`config.mk`:
```
export PLATFORM = sky130hd
export DESIGN_NAME = gamma_lut_ctrl
export DESIGN_NICKNAME = d
export VERILOG_FILES = /design/src/rtl/gamma_lut_ctrl.sv
export SDC_FILE = /design/constraint.sdc
export NUM_CORES = 2
export LEC_CHECK = 0
export ABC_CLOCK_PERIOD_IN_PS = 6600
export BUFFER_PORTS_ARGS = -buffer_cell sky130_fd_sc_hd__buf_2
export CORE_ASPECT_RATIO = 0.9
export CORE_MARGIN = 8
export CORE_UTILIZATION = 35
export DETAILED_ROUTE_END_ITERATION = 12
export HOLD_SLACK_MARGIN = 0.08
export PLACE_DENSITY_LB_ADDON = 0.05
export SLEW_MARGIN = 20
export SYNTH_ARGS = -nofsm -noshare
export SYNTH_HDL_FRONTEND = slang
export SYNTH_SLANG_ARGS = --single-unit
```
`constraint.sdc`:
```
create_clock -name clk -period 6.6 [get_ports clk]
set_input_delay 0.33 -clock clk [delete_from_list [all_inputs] [get_ports clk]]
set_output_delay 0.33 -clock clk [all_outputs]
set_load 0.05 [all_outputs]
```
`src/rtl/gamma_lut_ctrl.sv`:
```
// rtl/gamma_lut_ctrl.sv - double-buffered programmable gamma LUT with frame-synchronous bank swap
module gamma_lut_ctrl #(
    parameter int DATA_W = 8,
    parameter int ADDR_W = 8,
    parameter int LAT    = 2
) (
    input  logic              clk,
    input  logic              rst,
    input  logic              frame_start,
    input  logic              src_valid,
    input  logic [DATA_W-1:0] src_data,
    output logic              dst_valid,
    output logic [DATA_W-1:0] dst_data,
    input  logic              cfg_start,
    input  logic              cfg_valid,
    input  logic [DATA_W-1:0] cfg_data,
    output logic              cfg_ready,
    output logic              cfg_done,
    output logic              busy,
    output logic              active_bank,
    output logic              table_valid
);

    localparam int DEPTH = 1 << ADDR_W;

    typedef enum logic [1:0] {
        IDLE      = 2'd0,
        LOAD      = 2'd1,
        SWAP_WAIT = 2'd2
    } state_t;

    state_t            state;
    logic [ADDR_W-1:0] wr_addr;

    logic [DATA_W-1:0] bank0 [DEPTH];
    logic [DATA_W-1:0] bank1 [DEPTH];
    logic [DATA_W-1:0] rd0;
    logic [DATA_W-1:0] rd1;

    logic              swap_now;
    logic              rd_bank;
    logic              rd_table;
    logic              wr_en;
    logic [ADDR_W-1:0] rd_addr;

    logic              s1_bank;
    logic              s1_table;
    logic [DATA_W-1:0] s1_pix;
    logic [LAT-1:0]    vld_pipe;

    // A pixel arriving with the accepted frame_start must already see the new bank.
    assign swap_now = (state == SWAP_WAIT) && frame_start;
    assign rd_bank  = active_bank ^ swap_now;
    assign rd_table = table_valid | swap_now;
    assign wr_en    = cfg_valid && cfg_ready;
    assign rd_addr  = src_data[ADDR_W-1:0];

    // Writes always go to the shadow bank, so reads and writes never collide.
    always_ff @(posedge clk) begin
        if (wr_en && active_bank) begin
            bank0[wr_addr] <= cfg_data;
        end
        rd0 <= bank0[rd_addr];
    end

    always_ff @(posedge clk) begin
        if (wr_en && !active_bank) begin
            bank1[wr_addr] <= cfg_data;
        end
        rd1 <= bank1[rd_addr];
    end

    always_ff @(posedge clk or posedge rst) begin
        if (rst) begin
            state       <= IDLE;
            wr_addr     <= '0;
            active_bank <= 1'b0;
            table_valid <= 1'b0;
            cfg_ready   <= 1'b0;
            cfg_done    <= 1'b0;
            busy        <= 1'b0;
        end else begin
            cfg_done <= 1'b0;
            case (state)
                IDLE: begin
                    if (cfg_start) begin
                        state     <= LOAD;
                        wr_addr   <= '0;
                        cfg_ready <= 1'b1;
                        busy      <= 1'b1;
                    end
                end
                LOAD: begin
                    if (wr_en) begin
                        wr_addr <= wr_addr + 1'b1;
                        if (&wr_addr) begin
                            state     <= SWAP_WAIT;
                            cfg_ready <= 1'b0;
                        end
                    end
                end
                SWAP_WAIT: begin
                    if (frame_start) begin
                        active_bank <= ~active_bank;
                        table_valid <= 1'b1;
                        cfg_done    <= 1'b1;
                        busy        <= 1'b0;
                        state       <= IDLE;
                    end
                end
                default: begin
                    state     <= IDLE;
                    cfg_ready <= 1'b0;
                    busy      <= 1'b0;
                end
            endcase
        end
    end

    // Stage 1 runs alongside the RAM read; stage 2 picks table output or bypass.
    always_ff @(posedge clk or posedge rst) begin
        if (rst) begin
            s1_bank  <= 1'b0;
            s1_table <= 1'b0;
            s1_pix   <= '0;
            vld_pipe <= '0;
            dst_data <= '0;
        end else begin
            s1_bank  <= rd_bank;
            s1_table <= rd_table;
            s1_pix   <= src_data;
            vld_pipe <= {vld_pipe[LAT-2:0], src_valid};
            if (!s1_table) begin
                dst_data <= s1_pix;
            end else if (s1_bank) begin
                dst_data <= rd1;
            end else begin
                dst_data <= rd0;
            end
        end
    end

    assign dst_valid = vld_pipe[LAT-1];

endmodule

```
# [Yosys cells after proc, flatten, opt, wreduce, memory -nomap -nowiden]
# Memory sizes are Yosys's and may differ from the RTL's. A register that Yosys moved wholly into a read port is not among the register bits.
# Cells that the tools add are included.
[word_totals] ff_bits=35 ramBits=4096 in_bits=22 out_inout_bits=14 elab_cells=61 memories=2
[memory_table] memory="bank0" words=256 word_bits=8 rd=1 rd_clocked_by_memory_dff=1 write_ports=1 line="35" source="logic [DATA_W-1:0] bank0 [DEPTH];"
[memory_table] memory="bank1" words=256 word_bits=8 rd=1 rd_clocked_by_memory_dff=1 write_ports=1 line="36" source="logic [DATA_W-1:0] bank1 [DEPTH];"
[op_classes] n_addsub=1 eq_ne=6 mux=22 bitwise=5 reduce_logical=13
[op_table] op="two-way mux 8 bit" n=4
[op_table] op="case mux 8 bit (2 select lines)" n=1
[op_table] op="two-way mux 1 bit" n=10
[op_table] op="adder 8 x 1 -> 8 bit (second input constant)" n=1
[op_table] op="two-way mux 2 bit" n=4
[op_table] op="!= test 2 bit (second input constant)" n=4
[op_table] op="AND reduction 4 bit" n=2
[op_table] op="AND reduction 8 bit" n=1
[op_table] op="case mux 1 bit (3 select lines)" n=2
[op_table] op="case mux 2 bit (3 select lines)" n=1
[op_table] op="AND reduction 3 bit" n=2
[op_table] op="logical AND 1 bit" n=4
[op_table] op="NOT 1 bit" n=3
[op_table] op="== test 2 x 1 -> 1 bit (second input constant)" n=1
[op_table] op="== test 2 bit (second input constant)" n=1
[op_table] op="logical NOT 2 bit" n=1
[op_table] op="AND reduction 2 bit" n=1
[op_table] op="nonzero test 2 bit" n=1
[op_table] op="logical NOT 1 bit" n=1
[op_table] op="bitwise OR 1 bit" n=1
[op_table] op="bitwise XOR 1 bit" n=1

# [Depth between registers and ports, before layout]
[depth] word_depth=4 ltp_mapped=13 mapped_depth_nobuf=7

# [Worst setup path after synthesis]
# Ideal clock, no wire load.
[synth_timing] kind="register -> register" startpoint="register active_bank" endpoint="memory bank0[192][0] (enable)" setup_ns=0.370 t_arrival_ns=2.447 required_time_ns=6.230 setup_slack_ns=3.783 stages_incl_launch_ff=8 path_buffers=4 synth_period_minus_slack_ns=2.817 cell_sequence="dfrtp_1 clkbuf_1 and3_1 clkbuf_1 clkbuf_1 nand3_1 clkbuf_1 nor2_1"
[synth_via] elab_chain_cells=3
[synth_lines] element="from (decl)" line="20" source="output logic active_bank,"
[synth_lines] element="from (signal assigned)" line="104" source="active_bank <= ~active_bank;"
[synth_lines] element="logical AND 1 bit" line="60" source="if (wr_en && active_bank) begin"
[synth_lines] element="two-way mux 1 bit" line="60"
[synth_lines] element="two-way mux 1 bit (not written as such)" line="61" source="bank0[wr_addr] <= cfg_data;"
[synth_lines] element="to (decl)" line="35"
# Every way passes these cells.

# [Worst setup path after layout]
[layout_timing] startpoint="register cfg_ready" endpoint="memory bank1[97][3] (enable)"
[layout_via] elab_chain_cells=4
[layout_lines] element="from (decl)" line="17" source="output logic cfg_ready,"
[layout_lines] element="from (signal assigned)" line="79" source="cfg_ready <= 1'b0;"
[layout_lines] element="from (signal assigned)" line="89" source="cfg_ready <= 1'b1;"
[layout_lines] element="from (signal assigned)" line="98" source="cfg_ready <= 1'b0;"
[layout_lines] element="logical AND 1 bit" line="55" source="assign wr_en = cfg_valid && cfg_ready;"
[layout_lines] element="logical AND 1 bit" line="67" source="if (wr_en && !active_bank) begin"
[layout_lines] element="two-way mux 1 bit" line="67"
[layout_lines] element="two-way mux 1 bit (not written as such)" line="68" source="bank1[wr_addr] <= cfg_data;"
[layout_lines] element="to (decl)" line="36"
# Every way passes these cells.

==> impl_metrics.tcl <==
set metrics [dict create \
    clock-root-buffer "clkbuf_16" \
    worst_slew_pin_tran_ps 1450 \
    path_clk_slew_ps 60 \
    worst-endpoint-arrival_ps 4730 \
    post-synth-top-area-cell "edfxtp_1" \
    rsz0062_at_grt "no" \
    fin_tns_setup_ps 0 \
    coreArea_um2 459000 \
    die_area_um2 484000 \
    synth_enable_flop_cells 4096 \
    drt.antenna.violating_nets 0 \
    synthesis.area_um2 162000 \
    globalplace.congestion 0.793 \
    synthToLayoutAreaGrowth_pct 13.6 \
    place.port_buffers 35 \
    tritoncts_num_sinks 4147 \
    required_time_at_the_worst_slack_endpoint_ps 7190 \
    ctsLongestPathBuffers 4 \
    largest_fanout_on_the_critical_path 16 \
    synth-seq-cells 4147 \
    synth_fp_nets 7907 \
    grt_first_pass_wirelength_um 683000 \
    finalInstanceArea_um2 184000 \
    post-synth-top-count-cell "edfxtp_1" \
    slew_viol_final 0 \
    timing.fmax_mhz 242 \
    hold_class "input port to flip-flop" \
    crit_path_end_kind "flip-flop" \
    run_status "finished, final reports clean" \
    drv_cap 0 \
    detail_route.iter0.violations 7062 \
    layout_worst_path_cycle_share_pct 62.6 \
    routed-via-count 79500 \
    initial_core_util_pct 35.2 \
    design.final.nets 8139 \
    post_route_cells_drive_above_1_share_pct 21.5 \
    grt_antenna_before_repair 33 \
    placed_cells_incl_taps 13700 \
    globalRoute.totalOverflow 0 \
    synth-main-ff-cell "edfxtp_1" \
    timing.reg2reg.worst_path_depth 5 \
    critPathLaunchType "flip-flop" \
    routed_via_density 5.46 \
    detailed_place.area_um2 169000 \
    tritoncts_clock_tree "built" \
    distinct_cell_type_count_of_the_synthesized_netlist 56 \
    post-route-util_pct 40.0 \
    synth_common_cells "4,096 x edfxtp_1, 869 x mux4_2, 641 x nor2_1, 546 x mux2i_1, 206 x clkbuf_1" \
    power-per-cell-area_nw_per_um2 314 \
    dp_slack_ps 1770 \
    instances_no_fill 14600 \
    grtUsageTotal_pct 19.9 \
    wirelength_um 494000 \
    yosys.area.top_type_share_pct 76.1 \
    peakVddDrop_mv 0.235 \
    cpMaxStageDelayCell "nor2_1" \
    cts_hold_repair.buffers 25 \
    drc 0 \
    dr.pass1.iters 6 \
    final.setup.worst_slack_ps 2470 \
    synth_sequential_area_ratio_pct 76.8 \
    min_period_ps 4130 \
    site_rows 236 \
    io_pins 36 \
    grt_pass1_vias 81300 \
    crit_chain "nand2_1 -> buf_4 -> nor2_4 -> nand3_1 -> nor2_1" \
    synth.top_cells.by_area "edfxtp_1 76%, mux4_2 12%, mux2i_1 3.4%, nor2_1 1.5%, o22ai_1 0.70%" \
    ys_warn_count 0 \
    die_height_um 661 \
    largest_stage_delay_worst_path_ps 1090 \
    cts_max_level 5 \
    worst_clock_skew_ps 33.9 \
    cts_repair_resize_count 0 \
    floorplan.die.width_um 732 \
    dpl.hpwl_um 295000 \
    worst_setup_path_class "flip-flop to flip-flop" \
    share_of_flip_flops_with_an_asynchronous_set_or_reset_pct 0.844 \
    cts_setup_buffers 0 \
    syn_area_per_cell_um2 20.5 \
    leakage_nw 57.2 \
    synthCells 7881 \
    routedWlPerCell_um 33.9 \
    clkLatencyLatePin_ps 990 \
    hold_depth 2 \
    number_of_clock_buffers_inserted_by_tritoncts 444 \
    pin_count_of_the_biggest_net_entering_global_routing 172 \
    finalSetupViolCount 0 \
    slew-limit-headroom_pct 3.21 \
    final_hold_viol_count 0 \
]
## per-stage QoR
| step | total power [mW] | hold WS [ps] |
|---|---|---|
| CTS | 58.3 | 145 |
| floorplan | 31.4 | 331 |
| global placement | 33.6 | 344 |
| detailed placement | 33.6 | 337 |
| finish | 57.7 | 221 |
| global route | 59.3 | 153 |
## state kept, by name, summed over array words and instances (netlist names)
name and cells:
bank0 2048, bank1 2048, dst_data 8, rd0 8, rd1 8, s1_pix 8
wr_addr 8, state 2, vld_pipe 2, active_bank 1, busy 1, cfg_done 1
cfg_ready 1, s1_bank 1, s1_table 1, table_valid 1
## layout make-up
class                      count  area, um2
fill                       41000     276000
sequential                  4147     124000
multi-input combinational   3228      34800
clock buffer                 544      11700
tap                         6069       7590
timing repair buffer         278       2840
clock inverter               270       2440
inverter                      14       66.3
antenna                       10       25.0
## final timing paths
| check | from | end | slack (ps) |
|---|---|---|---|
| min | src_data[4] | s1_pix[4]$_DFF_PP0_ | 220 |
| min reg2reg | vld_pipe[0]$_DFF_PP0_ | vld_pipe[1]$_DFF_PP0_ | 360 |
| max in group asynchronous | rst | vld_pipe[1]$_DFF_PP0_ | 5450 |
| max reg2reg | cfg_ready$_DFFE_PP0P_ | bank1[97][3]$_DFFE_PP_ | 2470 |
| max | cfg_ready$_DFFE_PP0P_ | bank1[97][3]$_DFFE_PP_ | 2470 |
| min in group asynchronous | rst | cfg_ready$_DFFE_PP0P_ | 620 |
## kinds of logic after synthesis
| group | synth area share, % |
|---|---|
| AOI/OAI and AO/OA | 2.42 |
| xor gates and xnor gates | 0.0433 |
| adders and majority gates | 0.0310 |
| buffers and inverters | 1.89 |
| DFF | 76.8 |
| muxes | 15.5 |
| and+or+nand+nor | 3.29 |
## placed cells by master (no fill, tap or decap), types with 53 or more instances in the layout
cell type / count
nor3_1: 192
nand2_1: 153
buf_4: 167
nor2_1: 619
clkbuf_16: 454
edfxtp_1: 4096
o21ai_0: 55
clkinv_1: 119
clkbuf_1: 88
o221ai_1: 116
mux4_2: 869
a21oi_1: 111
mux2i_1: 544
o22ai_1: 182
buf_12: 53
clkinv_2: 83
## power breakdown
group	switching, mW	leakage (nW)	internal [mW]
Clock	10.4	6.94	14.3
Combinational	2.80	12.9	0.999
Sequential	0.126	37.3	29.1
## per-layer routing
layer	up-vias	global-route usage, %	wire length, um
li1	33200	-	-
met1	43600	29.0	228000
met2	2139	31.9	232000
met3	543	2.77	24100
met4	2	3.91	9560
met5	-	0	13
## critical path: cells and delay by family, from the launching register on
family                 cells  cell delay (ps)
buffers and inverters      1              210
DFF                        1              570
and+or+nand+nor            4             2900
Note: power is estimated with default switching activity, not from simulation.
